===== src/rtl/pipelined_decode.sv =====
// Decode stage: register file with write-through reads, load-use stall detection,
// two-word (immediate) instruction assembly, and the D/E pipeline register.
module pipelined_decode #(
   parameter int W  = 16,
   parameter int N  = 3,
   parameter int CW = 13
) (
   input  logic          clk,
   input  logic          rst,
   input  logic          in_valid,
   input  logic [W-1:0]  instr,
   input  logic [CW-1:0] ctrl_in,
   input  logic          ctrl_imm,
   input  logic          ctrl_memread,
   input  logic          flush,
   input  logic          wb_en,
   input  logic [N-1:0]  wb_addr,
   input  logic [W-1:0]  wb_data,
   output logic          stall_out,
   output logic          de_valid,
   output logic [CW-1:0] de_ctrl,
   output logic          de_memread,
   output logic [W-1:0]  de_rsrc,
   output logic [W-1:0]  de_rdst,
   output logic [N-1:0]  de_src_addr,
   output logic [N-1:0]  de_dst_addr,
   output logic [3:0]    de_shamt,
   output logic [W-1:0]  de_imm
);

   localparam int NR = 1 << N;

   if (W < 10 + 2*N) begin : g_width_check
      $error("pipelined_decode: W must be at least 10+2N");
   end

   typedef enum logic {S_INSTR, S_IMM} state_t;

   typedef struct packed {
      logic          valid;
      logic [CW-1:0] ctrl;
      logic          memread;
      logic [W-1:0]  rsrc;
      logic [W-1:0]  rdst;
      logic [N-1:0]  src_addr;
      logic [N-1:0]  dst_addr;
      logic [3:0]    shamt;
      logic [W-1:0]  imm;
   } de_t;

   typedef struct packed {
      logic [CW-1:0] ctrl;
      logic          memread;
      logic [N-1:0]  src;
      logic [N-1:0]  dst;
      logic [3:0]    shamt;
   } hold_t;

   state_t       r_state;
   de_t          r_de;
   hold_t        r_hold;
   logic [W-1:0] r_rf [NR];

   logic [N-1:0] w_src, w_dst, w_rd_src, w_rd_dst;
   logic [W-1:0] w_rsrc, w_rdst;
   logic         w_hazard;
   logic         w_unused;

   assign w_src    = instr[W-7 -: N];
   assign w_dst    = instr[W-7-N -: N];
   assign w_unused = ^instr;

   // The immediate word carries no addresses; operands come from the held first word.
   assign w_rd_src = (r_state == S_IMM) ? r_hold.src : w_src;
   assign w_rd_dst = (r_state == S_IMM) ? r_hold.dst : w_dst;
   assign w_rsrc   = (wb_en && wb_addr == w_rd_src) ? wb_data : r_rf[w_rd_src];
   assign w_rdst   = (wb_en && wb_addr == w_rd_dst) ? wb_data : r_rf[w_rd_dst];

   assign w_hazard  = (r_state == S_INSTR) && in_valid && r_de.valid && r_de.memread &&
                      ((r_de.dst_addr == w_src) || (r_de.dst_addr == w_dst));
   assign stall_out = w_hazard && !flush && !rst;

   always_ff @(posedge clk or posedge rst) begin
      if (rst) begin
         r_state <= S_INSTR;
         r_de    <= '0;
         r_hold  <= '0;
         for (int i = 0; i < NR; i++) r_rf[i] <= '0;
      end else begin
         if (wb_en) r_rf[wb_addr] <= wb_data;
         r_de <= '0;
         if (flush) begin
            r_state <= S_INSTR;
            r_hold  <= '0;
         end else if (w_hazard || !in_valid) begin
            r_state <= r_state;
         end else if (r_state == S_INSTR) begin
            if (ctrl_imm) begin
               r_hold.ctrl    <= ctrl_in;
               r_hold.memread <= ctrl_memread;
               r_hold.src     <= w_src;
               r_hold.dst     <= w_dst;
               r_hold.shamt   <= instr[3:0];
               r_state        <= S_IMM;
            end else begin
               r_de.valid    <= 1'b1;
               r_de.ctrl     <= ctrl_in;
               r_de.memread  <= ctrl_memread;
               r_de.rsrc     <= w_rsrc;
               r_de.rdst     <= w_rdst;
               r_de.src_addr <= w_src;
               r_de.dst_addr <= w_dst;
               r_de.shamt    <= instr[3:0];
            end
         end else begin
            r_de.valid    <= 1'b1;
            r_de.ctrl     <= r_hold.ctrl;
            r_de.memread  <= r_hold.memread;
            r_de.rsrc     <= w_rsrc;
            r_de.rdst     <= w_rdst;
            r_de.src_addr <= r_hold.src;
            r_de.dst_addr <= r_hold.dst;
            r_de.shamt    <= r_hold.shamt;
            r_de.imm      <= instr;
            r_state       <= S_INSTR;
         end
      end
   end

   assign de_valid    = r_de.valid;
   assign de_ctrl     = r_de.ctrl;
   assign de_memread  = r_de.memread;
   assign de_rsrc     = r_de.rsrc;
   assign de_rdst     = r_de.rdst;
   assign de_src_addr = r_de.src_addr;
   assign de_dst_addr = r_de.dst_addr;
   assign de_shamt    = r_de.shamt;
   assign de_imm      = r_de.imm;

endmodule


===== config.mk =====
export PLATFORM = sky130hd
export DESIGN_NAME = pipelined_decode
export DESIGN_NICKNAME = d
export VERILOG_FILES = /design/src/rtl/pipelined_decode.sv
export SDC_FILE = /design/constraint.sdc
export NUM_CORES = 1
export LEC_CHECK = 0
export CAP_MARGIN = 20
export CORE_ASPECT_RATIO = 0.8
export CORE_MARGIN = 5
export CORE_UTILIZATION = 50
export CTS_CLUSTER_DIAMETER = 120
export DETAILED_ROUTE_END_ITERATION = 6
export GPL_TIMING_DRIVEN = 0
export PLACE_DENSITY = 0.84
export SKIP_CTS_REPAIR_TIMING = 1
export SYNTH_ARGS = -nofsm -noshare
export SYNTH_HDL_FRONTEND = slang
export SYNTH_SLANG_ARGS = --single-unit
export TNS_END_PERCENT = 30

===== constraint.sdc =====
create_clock -name clk -period 7.1 [get_ports clk]
set_input_delay 1.42 -clock clk [delete_from_list [all_inputs] [get_ports clk]]
set_output_delay 1.42 -clock clk [all_outputs]
set_load 0.02 [all_outputs]

==> results.md <==
- Post-DRT Antenna Nets: 0
- Cell count after placement: 1451
- Average size of a mapped cell: 11.5 µm²
- Global-route wire length before repair: 53800 µm
- VDD IR max: 0.000206 V
- Maximum number of pins on one net before global-route repair: 45
- Maximum clock insertion buffer count: 3
- Total I/O pin count: 129
- Most instantiated flip-flop cell in the synthesis netlist: dfrtp_1
- Mux share of post-synthesis cell area: 19.8%
- Met3 layer usage reported by global route: 5.79%
- Highest achievable clock rate: 0.208 GHz
- Post-synthesis instance area: 11800 µm²
- Async set or reset register ratio after synthesis: 100%
- Critical path class: primary input to output port
- Fin cells: 1492
- Number of input and output port buffers inserted: 108
- Number of synthesized register bits: 226
- Cell variety after synth: 41
- Number of placement rows: 50
- Total die area: 26700 µm²
- Tot GR Track Use: 25.3%
- Starting utilization of the core area: 50.5%
- Routed WL per cell: 23.1 µm
- Leading post-synthesis cells by cell area: dfrtp_1, mux2_2, nand2b_1
- Setup TNS: 0 ps
- Synthesized-area fraction occupied by xor and xnor cells: 0.894%
- Final min period: 4800 ps
- Crit path setup slack, layout: 2300 ps
- Post-synthesis share of cell area spent on full adders, half adders and majority gates: 0%
- Die X-Extent: 181 µm
- Nets@finish: 1221
- P per Cell Area: 265 nW/µm²
- Area added between synthesis and finish: 20.7%
- Area fraction in compound gates after synthesis: 11.7%
- Endpoint class of the critical path: output port
- Kind of cell with the highest combined delay on the critical path: buffers and inverters
- Detailed router's first-iteration violation count: 944
- Net Count, Synth: 1080
- Static leakage: 5.89 nW
- Main combinational cell family by area after synthesis: multiplexers
- Most numerous cell in the Yosys netlist: dfrtp_1
- Critical-path cell list: clkdlybuf4s50_1, buf_2, xor2_1, nor3_1, o21ai_1, nor3_1, clkdlybuf4s50_1
- Antenna violations before repair: 1
- Via density per instance: 6.29
- Placement-stage worst setup slack: 2320 ps
- DRC viols: 0
- Buffer and inverter count on the worst path: 3
- Kind of start point of the critical path: primary input
- EDFF count, synth: 0
- Share of the synthesized area in the top cell type: 48.1%
- Outcome: finished, final reports clean
- Cells after synthesis: 1025
- Number of buffers inserted during clock tree synthesis: 24
- Most utilized layer in the global route result: met2
- Vias after detailed routing: 9379
- CORE AREA: 23300 µm²
- Routing usage on met1: 35.3%
- Vertical extent of the die: 147 µm
- Commonest cells in the synthesized netlist: dfrtp_1, nand2b_1, mux2_2
- Final Hold Viols: 0
- Clock sinks: 226
- Slowest cell on the critical path: clkdlybuf4s50_1
- Slew margin rel.: 27.1%
- Final Slew Violations: 0
- Worst path max stage delay: 640 ps
- Data arrival at the endpoint of the critical path: 3380 ps
- MaxCap Viol Count: 0
- Clk_lat worst skew: 520 ps
- Setup repair after global routing missed its margin: no
- Routability cong.: 0.909
- Met2 routing resource usage after global routing: 38.8%
- Post-synthesis share of cell area spent on and, or, nand and nor gates: 15.5%
- Required time of the worst setup path: 5680 ps
- Top cell type by total area after synthesis: dfrtp_1
- Via count of the first global-routing pass: 9670
- DP Wirelength: 23700 µm
- Final Cycle Share: 67.6%
- CTS H-Tree Depth: 1
- Worst hold margin: 506 ps
- Warning count from the yosys run: 0
- Placement-stage cell area: 13400 µm²
- Largest fanout of any net on the critical path: 10
- Total detailed-routing wirelength: 34400 µm
- Share of layout cells above drive strength 1: 21.9%
- Path category of the worst min-delay check: register to register
- Transition at the pin with the smallest max-transition slack: 1090 ps
- TritonCTS clock tree: yes
- Overflow left after global routing: 0
- Total non-filler cell area in the finished layout: 14200 µm²
- Final antenna diode count: 0
- Worst clock skew: 7.87 ps
- Post-CTS clock slew at the launch and capture registers of the worst setup and hold paths: 60 ps
- Clock tree root buffer cell: clkbuf_16
- First-pass iteration count of the detailed router: 5
- Setup Viol. Count Final: 0
- Portion of the post-synthesis area used by sequential elements: 48.1%
## report_power, final
group	total [mW]	leakage (nW)	switching, mW	internal (mW)
sequential	1.63	2.88	0.162	1.47
combinational	0.812	2.60	0.395	0.417
clock	1.31	0.406	0.510	0.797
## worst paths after layout
check	start	to	slack, ps	cells after the start
setup / recovery	instr[4]	stall_out	2300	7
hold / removal	r_hold[11]	r_hold[11]	510	1
setup reg to reg	r_state	de_rdst[4]	4170	7
hold reg to reg	r_hold[11]	r_hold[11]	510	1
max in group asynchronous	rst	r_rf[102]	4860	4
min in group asynchronous	rst	de_valid	1350	2
## metal layers
metal | up-vias | routed length, µm | part of all wire, %
met4 | 2 | 1330 | 3.9
li1 | 4007 | - | -
met3 | 112 | 3690 | 11
met2 | 606 | 15500 | 45
met1 | 4652 | 13900 | 40
met5 | - | 7 | 0.020
## registers in the layout, indices dropped and copies added (netlist names), 4 cells and up
signal	count
r_hold	24
de_shamt	4
de_rsrc	16
de_rdst	16
r_rf	128
de_ctrl	13
de_imm	16
## placed cells by master, fill, tap and decap left out, types with 24 or more instances in the layout
| cell | count |
|---|---|
| mux4_2 | 28 |
| o22ai_1 | 34 |
| buf_2 | 33 |
| nor2_1 | 61 |
| clkdlybuf4s50_1 | 108 |
| a211oi_1 | 32 |
| dfrtp_1 | 226 |
| clkbuf_16 | 25 |
| nand2b_1 | 137 |
| a22oi_1 | 68 |
| a22o_1 | 24 |
| nor3_1 | 68 |
| clkbuf_1 | 50 |
| a21oi_1 | 36 |
| mux2_2 | 128 |
## area by class of cell
| class | instances | area (µm²) |
|---|---|---|
| plain buffers | 91 | 439 |
| clock buffers | 33 | 706 |
| clock inverters | 7 | 110 |
| fillers | 1812 | 9090 |
| inverters | 5 | 22.5 |
| multi-input cells | 703 | 5640 |
| flip-flops and latches | 226 | 5660 |
| well taps | 312 | 390 |
| repair buffers | 115 | 1220 |
## metrics by stage
stage | utilization, % | power [mW]
after floorplan | - | 2.19
after global placement | 56.8 | 2.38
after detailed placement | 57.4 | 2.44
after CTS | 60.9 | 3.75
after global routing | 60.9 | 3.91
final | 60.9 | 3.75
## cells by family after synthesis
| group | after synthesis |
|---|---|
| and+or+nand+nor | 315 |
| muxes | 178 |
| AOI/OAI and AO/OA | 198 |
| DFF | 226 |
| xor gates and xnor gates | 12 |
| buffers and inverters | 96 |
(Power assumes the default switching activity.)
